$ cat config.mk
export PLATFORM = sky130hd
export DESIGN_NAME = pc_next_unit
export DESIGN_NICKNAME = d
export VERILOG_FILES = /design/src/rtl/pc_next_unit.sv
export SDC_FILE = /design/constraint.sdc
export NUM_CORES = 1
export LEC_CHECK = 0
export ABC_CLOCK_PERIOD_IN_PS = 8700
export CAP_MARGIN = 20
export CORE_MARGIN = 2
export CORE_UTILIZATION = 54
export DETAILED_ROUTE_END_ITERATION = 10
export DONT_BUFFER_PORTS = 1
export GPL_ROUTABILITY_DRIVEN = 0
export MAX_ROUTING_LAYER = met4
export PLACE_DENSITY = 0.67
export SLEW_MARGIN = 5
export SYNTH_ARGS = -nofsm -noshare
export SYNTH_HDL_FRONTEND = slang
export SYNTH_SLANG_ARGS = --single-unit
$ cat constraint.sdc
create_clock -name clk -period 8.7 [get_ports clk]
set_input_delay 1.74 -clock clk [delete_from_list [all_inputs] [get_ports clk]]
set_output_delay 1.74 -clock clk [all_outputs]
set_load 0.02 [all_outputs]
$ cat src/rtl/pc_next_unit.sv
// rtl/pc_next_unit.sv - PC register, next-PC selection, N/Z flags and misaligned-transfer trap
module pc_next_unit #(
  parameter logic [31:0] RESET_PC   = 32'h0000_0000,
  parameter logic [31:0] EXC_VECTOR = 32'h0000_0080
) (
  input  logic        clk,
  input  logic        reset,
  input  logic        status0,
  input  logic        status1,
  input  logic        status2,
  input  logic        flag_we,
  input  logic        halt,
  input  logic        alu_zero,
  input  logic [31:0] alu_result,
  input  logic [31:0] imm_ext,
  input  logic [25:0] jtarget,
  input  logic [31:0] rs_data,
  input  logic [31:0] mem_data,
  output logic [31:0] pc,
  output logic [31:0] pc_plus4,
  output logic        link_en,
  output logic        flag_n,
  output logic        flag_z,
  output logic        misalign_err
);

  typedef enum logic [2:0] {
    CLS_SEQ   = 3'b000,
    CLS_BMN   = 3'b001,
    CLS_BRZ   = 3'b010,
    CLS_BZ    = 3'b011,
    CLS_JMOR  = 3'b100,
    CLS_JALM  = 3'b101,
    CLS_JSPAL = 3'b110,
    CLS_BEQ   = 3'b111
  } cls_t;

  cls_t        cls;
  logic [31:0] bt;
  logic [31:0] jt;
  logic [31:0] np;

  assign cls      = cls_t'({status2, status1, status0});
  assign pc_plus4 = pc + 32'd4;
  assign bt       = pc_plus4 + {imm_ext[29:0], 2'b00};
  assign jt       = {pc_plus4[31:28], jtarget, 2'b00};
  assign link_en  = (cls == CLS_JALM) || (cls == CLS_JSPAL);

  // Flag branches read the registered flags, so an R-format result only
  // steers the instruction after it.
  always_comb begin
    np = pc_plus4;
    case (cls)
      CLS_SEQ:   np = pc_plus4;
      CLS_BMN:   np = flag_n ? mem_data : pc_plus4;
      CLS_BRZ:   np = flag_z ? rs_data : pc_plus4;
      CLS_BZ:    np = flag_z ? jt : pc_plus4;
      CLS_JMOR:  np = mem_data;
      CLS_JALM:  np = mem_data;
      CLS_JSPAL: np = jt;
      CLS_BEQ:   np = alu_zero ? bt : pc_plus4;
      default:   np = pc_plus4;
    endcase
  end

  always_ff @(posedge clk) begin
    if (reset) begin
      pc           <= RESET_PC;
      flag_n       <= 1'b0;
      flag_z       <= 1'b0;
      misalign_err <= 1'b0;
    end else if (!halt) begin
      if (np[1:0] != 2'b00) begin
        pc           <= EXC_VECTOR;
        misalign_err <= 1'b1;
      end else begin
        pc <= np;
      end
      if (flag_we) begin
        flag_z <= (alu_result == 32'd0);
        flag_n <= alu_result[31];
      end
    end
  end

endmodule

# Word level (Yosys, flattened, before mapping)
# Index checks and enable logic that the tools add are counted.
[word_totals]
register_bits = 35
latch_bits = 0
ram_bits = 0
romBits = 0
output_inout_bits = 68
mem_count = 0
[op_classes]
n_addsub = 2
n_mul = 0
div_mod_pow = 0
magnitude_cmp = 0
eq_ne = 7
shifts = 0
mux = 6
n_bitwise = 1
n_reduce_logical = 7
[op_table]
columns = ["operator", "n"]
rows = [
  ["$pmux 32 s7", 1],
  ["$mux 32", 4],
  ["$add 32x3->32 const B", 1],
  ["$add 32x32->32", 1],
  ["$logic_not 32->1", 1],
  ["$mux 28", 1],
  ["$eq 3x3->1 const B", 4],
  ["$eq 3x2->1 const B", 2],
  ["$reduce_and 2->1", 2],
  ["$eq 3x1->1 const B", 1],
  ["$logic_not 3->1", 1],
  ["$reduce_bool 2->1", 1],
  ["$reduce_or 2->1", 1],
  ["$logic_or 1x1->1", 1],
  ["$not 1->1", 1],
]

# Logic depth before layout (Yosys ltp)
[depth]
ltp_word = 6
mapped_depth = 17
mapped_depth_nobuf = 16

# Worst setup path before layout
# No wires, ideal clock.
[synth_timing]
path_type = "input to output"
start = "input port status0"
end = "output port link_en"
t_arrival_ns = 2.659
t_required_ns = 6.960
setup_slack_ns = 4.301
path_stages = 4
path_cell_list = "clkbuf_1 > buf_1 > xor2_1 > and2_1"
[synth_between]
elab_chain_cells = 2
word_cells_on_any_way = 3
cone_classes = "eq/ne: 2; reduce/logical: 1"
[synth_rtl]
columns = ["item", "line_no", "source"]
rows = [
  ["from (decl)", "8", "input logic status0,"],
  ["$eq 3x3->1", "47", "assign link_en = (cls == CLS_JALM) || (cls == CLS_JSPAL);"],
  ["$logic_or 1x1->1 (*)", "47", ""],
  ["to (decl)", "21", "output logic link_en,"],
]
# Mark *: on every way between the ends. The rest lies on a longest branch, timed or not.

# Worst setup path after layout
[layout_timing]
start = "register pc[3]"
end = "output port pc_plus4[26]"
[layout_between]
elab_chain_cells = 1
[layout_rtl]
columns = ["item", "line_no", "source"]
rows = [
  ["from (decl)", "19", "output logic [31:0] pc,"],
  ["from (signal assigned)", "77", "pc <= np;"],
  ["$add 32x3->32", "44", "assign pc_plus4 = pc + 32'd4;"],
  ["to (decl)", "20", "output logic [31:0] pc_plus4,"],
]
# Every way passes these cells.

==> reports/metrics.yaml <==
floorplan:
  die_w_um: 97.5
  die_h_um: 97.5
  ios: 230
  std_cell_rows: 34
  die_area_um2: 9500
  core_region_area_um2: 8590
  start_util: 0.549
sta:
  setup_slack_ns: 3.86
  hold_violations: 0
  worst_slew_pin_slew_ns: 1.09
  fin_skew_ns: 0.00740
  final_max_slew_viol_count: 0
  max_freq_ghz: 0.207
  finalSetupViolCount: 0
  finalCritPeriodShare: 0.556
  fin_setup_tns_ns: 0
  fin_crit_ns: 4.84
  slew_headroom: 0.265
  rsz0062_at_grt: "false"
  timing.hold.ws_ns: 0.584
synth:
  ys_dominant_reg_cell: "dfxtp_1"
  synth_edf_count: 0
  yosysWarnings: 0
  synth.distinct_cells: 67
  ys_async_sr_fraction: 0
  synth-seq-area-share: 0.148
  synth_common_cells: "nand2_1 (84), a21oi_1 (52), o21ai_0 (50)"
  syn-mean-instance-area_um2: 7.18
  synth.net_count: 857
  yosysMostFrequentCell: "nand2_1"
  yosysTopAreaCellShare: 0.148
  ys_ff_latch: 35
  syn_inst: 657
  syn_area_um2: 4720
  yosysTopAreaCell: "dfxtp_1"
  synthTopCellsByArea: "dfxtp_1 (15%), ha_1 (9.8%), nand2_1 (6.7%)"
worst_setup_path:
  path_max_fanout: 6
  start_kind: "register"
  crit_top_cell: "nor2_1"
  path_class: "reg -> out"
  crit_required_ns: 6.96
  endpoint_kind: "primary output"
  path_cells: "ha_1 -> nand3_1 -> nor2_1 -> nand2_1 -> or3_1 -> nor2_1 -> xnor2_1 -> inv_1"
  crit_family: "simple AND/OR/NAND/NOR gates"
  cp_num_buf_inv: 1
  cp_slowest_cell: "dfxtp_1"
  arrival_ns: 3.10
  slowest_delay_ns: 0.57
place:
  place_ws_ns: 4.06
  placed_area_um2: 4750
  dp_hpwl_um: 13100
  portBuffers: 0
clock_tree:
  numCtsBuffers: 5
  ctsResizeCount: 0
  ctsHtreeMaxLevel: 2
  clk_pin_slew_worst_paths_ns: 0.08
  cts_root_buffer: "clkbuf_8"
  ctsHoldBuffers: 0
  clk-insertion-delay-late_ns: 0.30
  max-clock-path-buffers: 2
  numClockSinks: 35
  cts_tree: "done"
  cts_setup_buffers: 0
cells_and_area:
  syn_to_final_growth_pct: 2.84
  postLayoutCoreUtil: 0.565
  drive_gt1_frac: 0.0566
  final_area_um2: 4850
  antenna_cells: 0
  fin_nets: 835
global_route:
  antenna_found_initial: 0
  grt_usage: 0.356
  grt_pass1_wl_um: 26300
  grt_max_degree: 31
  grt_overflow: 0
  grt_pass1_vias: 5006
routing:
  remaining_drc_errors: 0
  drt_iter0_drc: 362
  routed_wl_um: 17200
  dr.pass1.iters: 6
  wl_per_cell_um: 23.1
  vias_per_cell: 6.96
  via_count: 5180
  ant_nets: 0
run:
  cap_violations: 0
pwr:
  ir_drop_mv: 0.0842
  leakage_nw: 2.00
  p_per_area_nw_per_um2: 113
run_status:
  outcome: "completed"
min_path:
  min_path_type: "reg -> reg"
## worst min-delay path, cell delays in order, from the launching register on
cell and delay (ns):
dfxtp_1 0.38, nor2_1 0.12, nor2_1 0.04
## through the flow
stage                     total power (W)  instances
after floorplan                  0.000360        657
after global placement           0.000399        736
after detailed placement         0.000403        736
after CTS                        0.000544        744
after global routing             0.000576        744
final                            0.000547        744
## layout by cell type, fill, tap and decap left out, types with 6 or more instances in the layout
| cell | n |
|---|---|
| dfxtp_1 | 35 |
| nand4_1 | 15 |
| a21oi_1 | 52 |
| ha_1 | 37 |
| inv_1 | 25 |
| a221o_1 | 13 |
| a21o_1 | 15 |
| a222oi_1 | 7 |
| xnor2_1 | 31 |
| xor2_1 | 20 |
| and3_1 | 7 |
| o21ai_0 | 50 |
| a22o_1 | 9 |
| nor2b_1 | 6 |
| nor4_1 | 12 |
| clkbuf_8 | 7 |
| nand2b_1 | 11 |
| nor2_1 | 45 |
| nand2_1 | 84 |
| o211ai_1 | 10 |
| a221oi_1 | 24 |
| nor3_1 | 9 |
| nand3_1 | 26 |
| buf_4 | 7 |
## where the power goes
| group | internal (W) | total [W] | switching (W) | leakage [nW] |
|---|---|---|---|---|
| combinational | 0.0000790 | 0.000209 | 0.000129 | 1.66 |
| sequential | 0.000169 | 0.000196 | 0.0000270 | 0.285 |
| clock | 0.0000726 | 0.000142 | 0.0000698 | 0.0515 |
| total | 0.000320 | 0.000547 | 0.000226 | 2.00 |
## sequential cells by signal (all words and copies together), names as in the netlist
name	flops
flag_z	1
misalign_err	1
flag_n	1
pc	32
## worst paths after layout
path | start | end | slack, ns | cells after the start
min | misalign_err$_SDFFE_PP0P_ | misalign_err$_SDFFE_PP0P_ | 0.58 | 2
max | pc[3]$_SDFFE_PP0N_ | pc_plus4[26] | 3.86 | 8
min reg2reg | misalign_err$_SDFFE_PP0P_ | misalign_err$_SDFFE_PP0P_ | 0.58 | 2
max reg2reg | pc[3]$_SDFFE_PP0N_ | pc[30]$_SDFFE_PP0N_ | 3.87 | 15
## area by class of cell
| class | count | area (µm²) |
|---|---|---|
| fillers | 855 | 3740 |
| clock buffers | 8 | 100 |
| well taps | 108 | 135 |
| repair buffers | 7 | 52.6 |
| inverters | 25 | 93.8 |
| multi-input cells | 561 | 3770 |
| flip-flops and latches | 35 | 701 |
## logic make-up (layout without fill, tap and decap cells)
kind of cell,Yosys count,after routing,synth area share
DFF,35,35,0.148
xor gates and xnor gates,52,52,0.0981
AOI/OAI and AO/OA,222,222,0.327
buffers and inverters,61,40,0.0551
and+or+nand+nor,243,243,0.255
adders and majority gates,38,38,0.102
muxes,6,6,0.0133
## routing by layer
layer / global-route usage / share of wire / up-vias / wire length, µm
met2: 0.558 / 0.46 / 317 / 7960
met4: 0.111 / 0.030 / 0 / 516
li1: - / - / 2417 / -
met1: 0.442 / 0.39 / 2407 / 6670
met3: 0.104 / 0.12 / 39 / 2060
met5: - / 0 / - / 0
Note: power is estimated with default switching activity, not from simulation.
